==> src/rtl/uart_tx_if.sv <==
// Byte-push handshake between the processor side and the UART transmitter FIFO.
interface uart_tx_if;
  logic [7:0] tx_data;
  logic       tx_valid;
  logic       tx_ready;

  modport master (output tx_data, output tx_valid, input tx_ready);
  modport slave  (input tx_data, input tx_valid, output tx_ready);
endinterface

==> src/rtl/uart_tx.sv <==
// Buffered UART transmitter: small FIFO feeding a baud-timed 8N1 serialiser.
// Define UART_TX_PARITY_EN to insert an even-parity bit (8E1 framing).
module uart_tx #(
  parameter int CLOCK_FREQ = 12000000,
  parameter int BAUD_RATE  = 115200,
  parameter int FIFO_DEPTH = 4
) (
  input  logic                         clk,
  input  logic                         reset,
  uart_tx_if.slave                     bus,
  output logic                         txd,
  output logic                         busy,
  output logic [$clog2(FIFO_DEPTH):0]  fifo_level
);

  localparam int CLKS_PER_BIT = CLOCK_FREQ / BAUD_RATE;
  localparam int CNT_W        = $clog2(CLKS_PER_BIT);
  localparam int PTR_W        = $clog2(FIFO_DEPTH);
  localparam int LVL_W        = PTR_W + 1;
  localparam logic [CNT_W-1:0] CNT_LAST = CNT_W'(CLKS_PER_BIT - 1);
  localparam logic [LVL_W-1:0] LVL_FULL = LVL_W'(FIFO_DEPTH);

  typedef enum logic [2:0] {IDLE, START, DATA, STOP, PARITY} state_t;

  logic [7:0]       mem [FIFO_DEPTH];
  logic [PTR_W-1:0] wr_ptr_reg, rd_ptr_reg;
  logic [LVL_W-1:0] level_reg, level_next;
  logic             push, pop;

  state_t           state_reg, state_next;
  logic [CNT_W-1:0] cnt_reg, cnt_next;
  logic [2:0]       idx_reg, idx_next;
  logic [7:0]       shift_reg, shift_next;
  logic             txd_reg, txd_next;
  logic             bit_end;
  logic [7:0]       head;
`ifdef UART_TX_PARITY_EN
  logic             par_reg, par_next;
`endif

  assign bus.tx_ready = (level_reg != LVL_FULL);
  assign push         = bus.tx_valid && bus.tx_ready;
  assign level_next   = level_reg + LVL_W'(push) - LVL_W'(pop);
  assign head         = mem[rd_ptr_reg];
  assign bit_end      = (cnt_reg == CNT_LAST);
  assign busy         = (state_reg != IDLE) || (level_reg != '0);
  assign fifo_level   = level_reg;
  assign txd          = txd_reg;

  // Storage is not reset; flushing is done by clearing pointers and level.
  always_ff @(posedge clk) begin
    if (push) begin
      mem[wr_ptr_reg] <= bus.tx_data;
    end
  end

  always_ff @(posedge clk or negedge reset) begin
    if (!reset) begin
      wr_ptr_reg <= '0;
      rd_ptr_reg <= '0;
      level_reg  <= '0;
    end else begin
      if (push) wr_ptr_reg <= wr_ptr_reg + PTR_W'(1);
      if (pop)  rd_ptr_reg <= rd_ptr_reg + PTR_W'(1);
      level_reg <= level_next;
    end
  end

  always_ff @(posedge clk or negedge reset) begin
    if (!reset) begin
      state_reg <= IDLE;
      cnt_reg   <= '0;
      idx_reg   <= '0;
      shift_reg <= '0;
      txd_reg   <= 1'b1;
`ifdef UART_TX_PARITY_EN
      par_reg   <= 1'b0;
`endif
    end else begin
      state_reg <= state_next;
      cnt_reg   <= cnt_next;
      idx_reg   <= idx_next;
      shift_reg <= shift_next;
      txd_reg   <= txd_next;
`ifdef UART_TX_PARITY_EN
      par_reg   <= par_next;
`endif
    end
  end

  always_comb begin
    state_next = state_reg;
    cnt_next   = cnt_reg;
    idx_next   = idx_reg;
    shift_next = shift_reg;
    txd_next   = txd_reg;
    pop        = 1'b0;
`ifdef UART_TX_PARITY_EN
    par_next   = par_reg;
`endif
    if (state_reg != IDLE) begin
      cnt_next = bit_end ? '0 : cnt_reg + CNT_W'(1);
    end
    case (state_reg)
      IDLE: begin
        txd_next = 1'b1;
        cnt_next = '0;
        if (level_reg != '0) begin
          pop        = 1'b1;
          shift_next = head;
`ifdef UART_TX_PARITY_EN
          par_next   = ^head;
`endif
          state_next = START;
          txd_next   = 1'b0;
        end
      end
      START: begin
        if (bit_end) begin
          state_next = DATA;
          idx_next   = 3'd0;
          txd_next   = shift_reg[0];
        end
      end
      DATA: begin
        if (bit_end) begin
          if (idx_reg == 3'd7) begin
`ifdef UART_TX_PARITY_EN
            state_next = PARITY;
            txd_next   = par_reg;
`else
            state_next = STOP;
            txd_next   = 1'b1;
`endif
          end else begin
            shift_next = shift_reg >> 1;
            txd_next   = shift_reg[1];
            idx_next   = idx_reg + 3'd1;
          end
        end
      end
`ifdef UART_TX_PARITY_EN
      PARITY: begin
        if (bit_end) begin
          state_next = STOP;
          txd_next   = 1'b1;
        end
      end
`endif
      STOP: begin
        // Chain straight into the next start bit when more data is queued.
        if (bit_end) begin
          if (level_reg != '0) begin
            pop        = 1'b1;
            shift_next = head;
`ifdef UART_TX_PARITY_EN
            par_next   = ^head;
`endif
            state_next = START;
            txd_next   = 1'b0;
          end else begin
            state_next = IDLE;
          end
        end
      end
      default: begin
        state_next = IDLE;
        txd_next   = 1'b1;
      end
    endcase
  end

endmodule

==> src/flat_wrapper.sv <==
// flat-port wrapper written by rule: the top's interface ports become plain ports
module uart_tx_flat 
#(
  parameter int CLOCK_FREQ = 12000000,
  parameter int BAUD_RATE  = 115200,
  parameter int FIFO_DEPTH = 4
)
  (clk, reset, txd, busy, fifo_level, bus_tx_data, bus_tx_valid, bus_tx_ready);
  uart_tx_if bus_i ();
  input  logic clk;
  input  logic reset;
  output logic txd;
  output logic busy;
  output logic [$clog2(FIFO_DEPTH):0] fifo_level;
  input wire logic [$bits(bus_i.tx_data)-1:0] bus_tx_data;
  input wire logic [$bits(bus_i.tx_valid)-1:0] bus_tx_valid;
  output wire logic [$bits(bus_i.tx_ready)-1:0] bus_tx_ready;
  assign bus_i.tx_data = bus_tx_data;
  assign bus_i.tx_valid = bus_tx_valid;
  assign bus_tx_ready = bus_i.tx_ready;
  uart_tx #(.CLOCK_FREQ(CLOCK_FREQ), .BAUD_RATE(BAUD_RATE), .FIFO_DEPTH(FIFO_DEPTH)) u_core (.clk(clk), .reset(reset), .bus(bus_i), .txd(txd), .busy(busy), .fifo_level(fifo_level));
endmodule
==> config.mk <==
export PLATFORM = sky130hd
export DESIGN_NAME = uart_tx_flat
export DESIGN_NICKNAME = d
export VERILOG_FILES = /design/src/rtl/uart_tx_if.sv /design/src/rtl/uart_tx.sv /design/src/flat_wrapper.sv
export SDC_FILE = /design/constraint.sdc
export NUM_CORES = 1
export LEC_CHECK = 0
export BUFFER_PORTS_ARGS = -buffer_cell sky130_fd_sc_hd__buf_2
export CAP_MARGIN = 20
export CORE_AREA = 2 2 75 77
export DETAILED_ROUTE_END_ITERATION = 10
export DIE_AREA = 0 0 77 79
export HOLD_SLACK_MARGIN = 0.03
export PLACE_DENSITY = 0.73
export SYNTH_ARGS = -nofsm -noshare
export SYNTH_HDL_FRONTEND = slang
export SYNTH_SLANG_ARGS = --single-unit
==> constraint.sdc <==
create_clock -name clk -period 2.4 [get_ports clk]
set_input_delay 0.48 -clock clk [delete_from_list [all_inputs] [get_ports clk]]
set_output_delay 0.48 -clock clk [all_outputs]
set_load 0.1 [all_outputs]
==> results of run 1 <==
[cells by family after synthesis]
| group | count (synthesis) |
|---|---|
| simple gates | 40 |
| compound gates | 22 |
| fa+ha+maj | 14 |
| buf+inv | 16 |
| xor+xnor | 9 |
| mux | 25 |
| flops | 60 |
[power by group]
group | total (uW) | internal, uW | switching (uW)
combinational | 1860 | 852 | 1000
clock | 1080 | 685 | 395
sequential | 1700 | 1440 | 265
total | 4630 | 2970 | 1660
[area by class of cell]
type	instances	area [um2]
multi-input combinational	110	1100
fill	423	2060
clock inverter	6	114
timing repair buffer	23	143
sequential	60	1670
clock buffer	9	124
tap	72	90.1
inverter	10	37.5
[worst max-delay path by stage]
stage / startpoint / to / cells past startpoint
2_1_floorplan: u_core.cnt_reg[0] / u_core.fifo_level[2] / 11
3_3_place_gp: u_core.cnt_reg[0] / u_core.fifo_level[2] / 10
3_5_place_dp: u_core.cnt_reg[0] / u_core.fifo_level[2] / 10
4_1_cts: u_core.cnt_reg[0] / u_core.fifo_level[2] / 10
5_1_grt: u_core.state_reg[1] / busy / 4
6_report: u_core.state_reg[1] / busy / 4
[placed cells by master, fill, tap and decap left out, types with 2 or more instances in the layout]
cell type,netlist,routed
nor3_1,6,4
nand2_1,5,5
a22o_1,3,3
clkbuf_8,0,9
nor2b_1,2,2
o21ai_0,9,9
nand3_1,6,5
ha_1,13,12
edfxtp_1,32,32
dfrtp_1,27,24
inv_1,10,9
and3_1,6,6
mux2_2,17,17
buf_4,0,7
buf_2,3,15
mux4_2,8,8
nor3_2,0,2
xnor2_1,5,4
xor2_1,4,4
bufinv_16,0,3
clkinvlp_4,0,2
nor2_1,3,3
a21oi_1,3,3
dfrtp_2,0,2
[what timing repair did]
item / in CTS / in global routing
buffers inserted: 0 / 0
hold buffers: 0 / 0
setup endpoints to repair: 1 / 1
gates resized for setup: 4 / 5
hold endpoints to repair: 0 / 0
[per-layer routing]
| layer | vias up | wire (um) |
|---|---|---|
| met1 | 795 | 2020 |
| met2 | 29 | 2390 |
| li1 | 751 | - |
| met5 | - | 0 |
| met4 | 0 | 17 |
| met3 | 2 | 190 |
[metrics by stage]
stage / power [uW] / setup WS (ns) / hold slack [ns] / instance area, um2 / util [%]
finish: 4630 / 0.0885 / 0.158 / 3270 / 61.3
global route: 4890 / 0.0110 / 0.186 / 3270 / 61.3
CTS: 4620 / 0.0222 / 0.162 / 3240 / 60.8
detailed placement: 3510 / 0.0452 / 0.469 / 2990 / 56.1
global placement: 3410 / 0.108 / 0.448 / 2990 / 56.1
floorplan: 3120 / 0.00672 / 0.184 / 2800 / -
==> flow_metrics.env, run 1 <==
export IMPL_fin_crit_sh_pct=96.3
export IMPL_startpoint_type="flop"
export IMPL_grt_total_usage_pct=16.8
export IMPL_critical_path_class="reg -> out"
export IMPL_syn_cell_area_mm2=0.00277
export IMPL_cts_sinks=60
export IMPL_largest_reg_flops=32
export IMPL_fin_worst_skew_ns=0.00209
export IMPL_slew_headroom_pct=58.6
export IMPL_clkTransAtPathRegs_ns=0.06
export IMPL_cts_tree="built"
export IMPL_ys_async_sr_fraction_pct=46.7
export IMPL_required_ns=1.92
export IMPL_ys_top_cells_by_area="edfxtp_1 (35%), dfrtp_1 (24%), mux2_2 (6.9%)"
export IMPL_ff2ff_path_depth=10
export IMPL_synth_largest_area_cell="edfxtp_1"
export IMPL_cts_buffers_inserted=9
export IMPL_n_antenna_cell=0
export IMPL_yosys_area_share_simple_pct=8.91
export IMPL_worst_ir_drop_vdd_uv=816
export IMPL_netlist_top_cells_count="edfxtp_1 (32), dfrtp_1 (27), mux2_2 (17)"
export IMPL_gp_congestion=0.820
export IMPL_cts_max_level=3
export IMPL_ys_seq_elements=60
export IMPL_wl_per_cell_um=15.9
export IMPL_setup_viol=0
export IMPL_netlist_instances=186
export IMPL_first_global_vias=1641
export IMPL_rsz0062_at_grt="no"
export IMPL_powerDensity_mw_per_mm2=1420
export IMPL_drt_initial_drc_count=94
export IMPL_fp_dieW_um=77
export IMPL_worst_pin_slew_ns=0.621
export IMPL_drt_wl_total_um=4620
export IMPL_grt_overflow_total=0
export IMPL_dieHeight_um=79
export IMPL_finish_net_count=239
export IMPL_first_pass_iters=4
export IMPL_yosysMostFrequentCell="edfxtp_1"
export IMPL_yosysSeqAreaShare_pct=60.1
export IMPL_cts_root_buf="clkbuf_8"
export IMPL_vias=1577
export IMPL_rows=27
export IMPL_clk_latency_ns=0.33
export IMPL_synth_edf_count=32
export IMPL_drtAntennaViolNets=0
export IMPL_pin_count=17
export IMPL_fin_crit_ns=2.31
export IMPL_use_met1_pct=19.9
export IMPL_synthMuxAreaShare_pct=13.4
export IMPL_drc=0
export IMPL_dp_hpwl_um=3240
export IMPL_synth_nets=211
export IMPL_worstPathCellList="inv_1 -> ha_1 -> or4b_4 -> buf_8"
export IMPL_dp_cells=275
export IMPL_grt_max_degree=29
export IMPL_slew_viol_final=0
export IMPL_start_util_pct=51.9
export IMPL_coreArea_mm2=0.00534
export IMPL_synth_xor_area_share_pct=2.85
export IMPL_cp_data_arrival_time_ns=1.83
export IMPL_synth_ff_type="edfxtp_1"
export IMPL_synth_top_area_share_pct=34.7
export IMPL_areaGrowthSynthToFinish_pct=18.3
export IMPL_status="complete, no violations"
export IMPL_die_area_mm2=0.00608
export IMPL_hold_viol=0
export IMPL_yosysUniqueCellTypes=38
export IMPL_viasPerCell=5.44
export IMPL_max_freq_ghz=0.433
export IMPL_synth_fa_ha_area_share_pct=6.60
export IMPL_critical_path_max_fanout=4
export IMPL_met2_usage_pct=27.7
export IMPL_busiest_layer="met2"
export IMPL_cellLeakagePower_uw=0.00132
export IMPL_crit_slowest_cell="or4b_4"
export IMPL_path_buf_inv=2
export IMPL_antenna_found_initial=0
export IMPL_timing_rr_end="u_core.fifo_level[2]"
export IMPL_reg2reg_from="u_core.cnt_reg[0]"
export IMPL_fin_tns_setup_ns=0
export IMPL_cp_top_family="simple AND/OR/NAND/NOR gates"
export IMPL_synth_top_family_by_area="multiplexers"
export IMPL_end_kind="primary output"
export IMPL_grt_first_pass_wirelength_um=7620
export IMPL_r2r_slack_ns=0.10
export IMPL_syn_avg_cell_area_um2=14.9
export IMPL_synth_compound_area_share_pct=5.83
export IMPL_clockBufferDepth=2
export IMPL_drv_cap=0
export IMPL_hold_class="in -> async"
export IMPL_ys_warn_count=0
export IMPL_final_cells=290
export IMPL_numPortBuffers=16
export IMPL_grtUsageMet3_pct=7.27
export IMPL_drive_gt1_share_pct=38.5
export IMPL_crit_path_max_incr_delay_ns=0.52
(Power assumes the default switching activity.)
==> run 2, diff against run 1 <==
Settings changed: ABC_AREA set to 1, CORE_AREA 2 2 75 77 to 2 2 76 78, DIE_AREA 0 0 77 79 to 0 0 78 80, PLACE_DENSITY 0.73 to 0.74.
==> flow_metrics.env, run 2 <==
export IMPL_cts_buffers_inserted=9
export IMPL_largest_reg_flops=32
export IMPL_setup_viol=0
export IMPL_fin_worst_skew_ns=0.00677
export IMPL_cts_tree="built"
export IMPL_startpoint_type="flop"
export IMPL_cp_data_arrival_time_ns=2.44
export IMPL_rows=27
export IMPL_drive_gt1_share_pct=16.4
export IMPL_final_common_cell="nand2_1"
export IMPL_cellLeakagePower_uw=0.00155
export IMPL_first_pass_iters=4
export IMPL_top_layer="met4"
export IMPL_required_ns=2.61
export IMPL_yosysMostFrequentCell="nand2_1"
export IMPL_dp_hpwl_um=3510
export IMPL_n_antenna_cell=0
export IMPL_fp_dieW_um=78
export IMPL_yosysSeqAreaShare_pct=58.2
export IMPL_seq_area_mm2=0.00167
export IMPL_multiInputGateArea_mm2=0.00103
export IMPL_drt_wl_total_um=5090
export IMPL_die_area_mm2=0.00624
export IMPL_grt_max_degree=29
export IMPL_ys_async_sr_fraction_pct=46.7
export IMPL_worst_ir_drop_vdd_uv=735
export IMPL_grt_total_usage_pct=18.7
export IMPL_grt_first_pass_wirelength_um=8780
export IMPL_synth_ff_type="edfxtp_1"
export IMPL_first_global_vias=1945
export IMPL_wl_met2_um=2490
export IMPL_slew_viol_final=0
export IMPL_netlist_instances=303
export IMPL_placed_area_mm2=0.00305
export IMPL_p_comb_share_pct=42.9
export IMPL_critical_path_class="reg -> reg"
export IMPL_cts_setup_buffers=0
export IMPL_drtAntennaViolNets=0
export IMPL_end_kind="flop"
export IMPL_drt_initial_drc_count=151
export IMPL_cts_sinks=60
export IMPL_clkTransAtPathRegs_ns=0.07
export IMPL_synth_edf_count=32
export IMPL_clk_latency_ns=0.34
export IMPL_crit_path_max_incr_delay_ns=0.41
export IMPL_vias=1983
export IMPL_coreArea_mm2=0.00541
export IMPL_r2r_slack_ns=0.17
export IMPL_p_total_uw=4590
export IMPL_synth_nets=328
export IMPL_p_seq_share_pct=35.7
export IMPL_path_buf_inv=3
export IMPL_fin_tns_setup_ns=0
export IMPL_slew_headroom_pct=54.5
export IMPL_crit_slowest_cell="dfrtp_1"
export IMPL_fin_crit_sh_pct=92.8
export IMPL_viasPerCell=4.87
export IMPL_netlist_top_cells_count="nand2_1 (106), inv_1 (35), edfxtp_1 (32)"
export IMPL_pin_count=17
export IMPL_worstPathCellList="ha_1 -> inv_1 -> a21oi_1 -> nand2_1 -> nand2_1 -> nand2_2 -> inv_1 -> ha_1 -> inv_1 -> ha_1 -> fa_1 -> xor2_1"
export IMPL_setup_slack_ns=0.174
export IMPL_p_sw_share_pct=43.4
export IMPL_design_area_mm2=0.00327
export IMPL_final_cell_mix="nand2_1 (104), inv_1 (35), edfxtp_1 (32)"
export IMPL_yosysUniqueCellTypes=26
export IMPL_pre_cts_ws_ns=0.171
export IMPL_p_int_uw=2600
export IMPL_finish_net_count=355
export IMPL_cp_top_family="adder cells"
export IMPL_start_util_pct=52.9
export IMPL_synth_largest_area_cell="edfxtp_1"
export IMPL_hold_class="in -> async"
export IMPL_hold_viol=0
export IMPL_areaGrowthSynthToFinish_pct=14.4
export IMPL_grt_overflow_total=0
export IMPL_powerDensity_mw_per_mm2=1400
export IMPL_synth_top_area_share_pct=33.6
export IMPL_gp_congestion=0.785
export IMPL_max_freq_ghz=0.449
export IMPL_met1_length_um=2320
export IMPL_antenna_found_initial=0
export IMPL_clock_power_share_pct=21.4
export IMPL_power_switching_uw=1990
export IMPL_cts_max_level=3
export IMPL_status="complete, no violations"
export IMPL_fin_crit_ns=2.23
export IMPL_critical_path_max_fanout=4
export IMPL_cts_root_buf="clkbuf_8"
export IMPL_clockBufferDepth=2
export IMPL_rsz0062_at_grt="no"
export IMPL_worst_pin_slew_ns=0.683
export IMPL_drc=0
export IMPL_syn_cell_area_mm2=0.00286
export IMPL_ys_warn_count=0
export IMPL_met3WireLength_um=216
export IMPL_ys_top_cells_by_area="edfxtp_1 (34%), dfrtp_1 (24%), nand2_1 (14%)"
export IMPL_fillers=462
export IMPL_numPortBuffers=16
export IMPL_final_util_pct=60.5
export IMPL_ys_seq_elements=60
export IMPL_wl_per_cell_um=12.5
export IMPL_drv_cap=0
export IMPL_syn_avg_cell_area_um2=9.43
export IMPL_dieHeight_um=80
run 2: cell types whose count changed in the layout (fill, tap and decap cells not counted), sizes merged, moves of 3 or more:
cell | previous run | this run
mux2 | 17 | 0
nor3 | 6 | 2
nand3 | 6 | 31
a22o | 3 | 0
nand2 | 6 | 111
and3 | 7 | 0
inv | 10 | 37
nor2 | 3 | 21
xnor2 | 5 | 1
mux4 | 8 | 0
run 2: layout make-up:
cell class	instances	share of cell area, %
Tap cell	72	2.75
Timing Repair Buffer	22	3.83
Clock inverter	6	2.72
Multi-Input combinational cell	200	31.5
Sequential cell	60	51.0
Clock buffer	10	3.90
Inverter	37	4.32
run 2: repair_timing:
item,4_1_cts,5_1_grt
endpoints found under the hold margin,0,0
gates resized for setup,0,1
setup endpoints to repair,0,1
hold buffers,0,0
run 2: stage by stage:
stage	instances	hold WS, ns
after detailed placement	391	0.457
after CTS	407	0.178
after global placement	391	0.444
after floorplan	303	0.184
final	407	0.159
after global routing	407	0.198
run 2: worst paths after layout:
path,from,to,cells after the start
worst max-delay path,u_core.state_reg[0],u_core.fifo_level[2],12
worst min register to register,u_core.cnt_reg[0],u_core.cnt_reg[0],1
worst max register to register,u_core.state_reg[0],u_core.fifo_level[2],12
max in group asynchronous,reset,u_core.fifo_level[1],1
worst min-delay path,reset,u_core.shift_reg[3],1
min in group clk,bus_tx_data[5],u_core.mem[1][5],1
run 2: per-layer routing:
layer / GRT usage, % / vias to the layer above
met5: 0 / -
met2: 31.8 / 35
met4: 6.84 / 0
met3: 6.11 / 6
li1: - / 1016
met1: 22.3 / 926
run 2: cells by family after synthesis:
logic type | after synthesis | synth area share (%)
compound gates | 11 | 1.93
xor+xnor | 5 | 1.53
fa+ha+maj | 14 | 6.39
buf+inv | 43 | 6.17
flops | 60 | 58.2
simple gates | 170 | 25.8
run 2: power by group through the flow:
stage                     Sequential (uW)  Combinational, uW  Clock [uW]
after floorplan                      1810               1390           0
after global placement               1640               1930           0
after detailed placement             1660               1980           0
after CTS                            1640               1990        1000
after global routing                 1680               2240        1050
final                                1640               1970         983
==> run 3, diff against run 2 <==
Settings changed: GPL_TIMING_DRIVEN set to 0.
==> flow_metrics.env, run 3 (same netlist as run 2, synthesis figures left out) <==
export IMPL_first_pass_iters=4
export IMPL_vias=1984
export IMPL_pre_cts_ws_ns=0.137
export IMPL_cp_data_arrival_time_ns=2.46
export IMPL_wl_met2_um=2530
export IMPL_finish_net_count=356
export IMPL_areaGrowthSynthToFinish_pct=13.5
export IMPL_powerDensity_mw_per_mm2=1390
export IMPL_grt_total_usage_pct=18.6
export IMPL_drt_wl_total_um=5090
export IMPL_max_freq_ghz=0.447
export IMPL_drc=0
export IMPL_slew_headroom_pct=47.0
export IMPL_gp_congestion=0.806
export IMPL_design_area_mm2=0.00324
export IMPL_placed_area_mm2=0.00304
export IMPL_cts_root_buf="clkbuf_8"
export IMPL_numPortBuffers=16
export IMPL_coreArea_mm2=0.00541
export IMPL_cts_max_level=3
export IMPL_cts_sinks=60
export IMPL_largest_reg_flops=32
export IMPL_antenna_found_initial=0
export IMPL_fin_crit_ns=2.24
export IMPL_pin_count=17
export IMPL_drive_gt1_share_pct=16.7
export IMPL_final_cell_mix="nand2_1 (104), inv_1 (34), edfxtp_1 (32)"
export IMPL_end_kind="flop"
export IMPL_worst_pin_slew_ns=0.793
export IMPL_drv_cap=0
export IMPL_fp_dieW_um=78
export IMPL_cts_buffers_inserted=9
export IMPL_critical_path_class="reg -> reg"
export IMPL_drt_initial_drc_count=114
export IMPL_grt_overflow_total=0
export IMPL_first_global_vias=1953
export IMPL_drtAntennaViolNets=0
export IMPL_ctsHoldBuffers=0
export IMPL_grt_first_pass_wirelength_um=8560
export IMPL_clockBufferDepth=2
export IMPL_status="complete, no violations"
export IMPL_wl_per_cell_um=12.5
export IMPL_dieHeight_um=80
export IMPL_met3WireLength_um=232
export IMPL_fin_crit_sh_pct=93.2
export IMPL_viasPerCell=4.86
export IMPL_setup_viol=0
export IMPL_critical_path_max_fanout=3
export IMPL_top_layer="met4"
export IMPL_cts_tree="built"
export IMPL_fin_tns_setup_ns=0
export IMPL_clk_latency_ns=0.34
export IMPL_fin_worst_skew_ns=0.00504
export IMPL_fillers=457
export IMPL_met1_length_um=2250
export IMPL_dp_hpwl_um=3590
export IMPL_clkTransAtPathRegs_ns=0.07
export IMPL_final_common_cell="nand2_1"
export IMPL_worst_ir_drop_vdd_uv=714
export IMPL_startpoint_type="flop"
export IMPL_rsz0062_at_grt="no"
export IMPL_required_ns=2.62
export IMPL_grt_max_degree=29
export IMPL_final_util_pct=60.0
export IMPL_cellLeakagePower_uw=0.00153
export IMPL_slew_viol_final=0
export IMPL_hold_viol=0
export IMPL_n_antenna_cell=0
export IMPL_setup_slack_ns=0.163
export IMPL_start_util_pct=52.9
export IMPL_rows=27
export IMPL_hold_class="in -> async"
export IMPL_die_area_mm2=0.00624
[run 3: cell count changes in the layout (fill, tap and decap cells not counted), sizes merged]
cell      change
buf           +1
clkinvlp      +1
bufinv        -1
[run 3: final timing paths]
check | start | to | slack (ns) | cells past startpoint
max | u_core.cnt_reg[0] | u_core.fifo_level[2] | 0.16 | 12
min | reset | u_core.shift_reg[3] | 0.15 | 1
max reg2reg | u_core.cnt_reg[0] | u_core.fifo_level[2] | 0.16 | 12
min reg2reg | u_core.cnt_reg[0] | u_core.cnt_reg[0] | 0.47 | 1
max in group asynchronous | reset | u_core.fifo_level[1] | 1.79 | 1
min in group clk | bus_tx_data[1] | u_core.mem[2][1] | 0.35 | 1
[run 3: layout make-up]
type	count	area, um2	area share, %
tap	72	90.1	2.78
inverter	37	141	4.36
buffer	6	35.0	1.08
clock inverter	6	65.1	2.01
clock buffer	10	128	3.93
multi-input combinational	200	1030	31.8
sequential	60	1670	51.4
timing repair buffer	17	87.6	2.70
[run 3: timing repair]
item                                    4_1_cts  5_1_grt
endpoints found under the setup margin        0        1
buffers inserted                              0        1
resized for setup                             0        2
[run 3: stage by stage]
stage	power, uW	cells	hold slack [ns]
floorplan	3200	303	0.184
global placement	3580	391	0.448
detailed placement	3650	391	0.465
CTS	4530	407	0.167
global route	4890	408	0.201
finish	4510	408	0.153
[run 3: per-layer routing]
metal  vias up  global-route usage, %
li1       1022                      -
met1       911                   21.4
met2        40                   31.6
met3        11                   6.33
met4         0                   7.89
met5         -                      0
[run 3: critical path, cell delays in order (launching register included)]
cell     delay [ns]
dfrtp_1        0.40
ha_1           0.24
nand3_1        0.09
nor2_1         0.07
nand2_1        0.06
nand2_1        0.09
nand2_2        0.10
inv_1          0.05
ha_1           0.26
inv_1          0.04
ha_1           0.18
fa_1           0.39
xor2_1         0.17
[run 3: report_power, final]
group          leakage (uW)  switching [uW]  internal [uW]  total [uW]
registers          0.000644             157           1420        1570
logic              0.000804            1450            614        2070
clock network     0.0000862             393            477         870
total               0.00153            2000           2510        4510
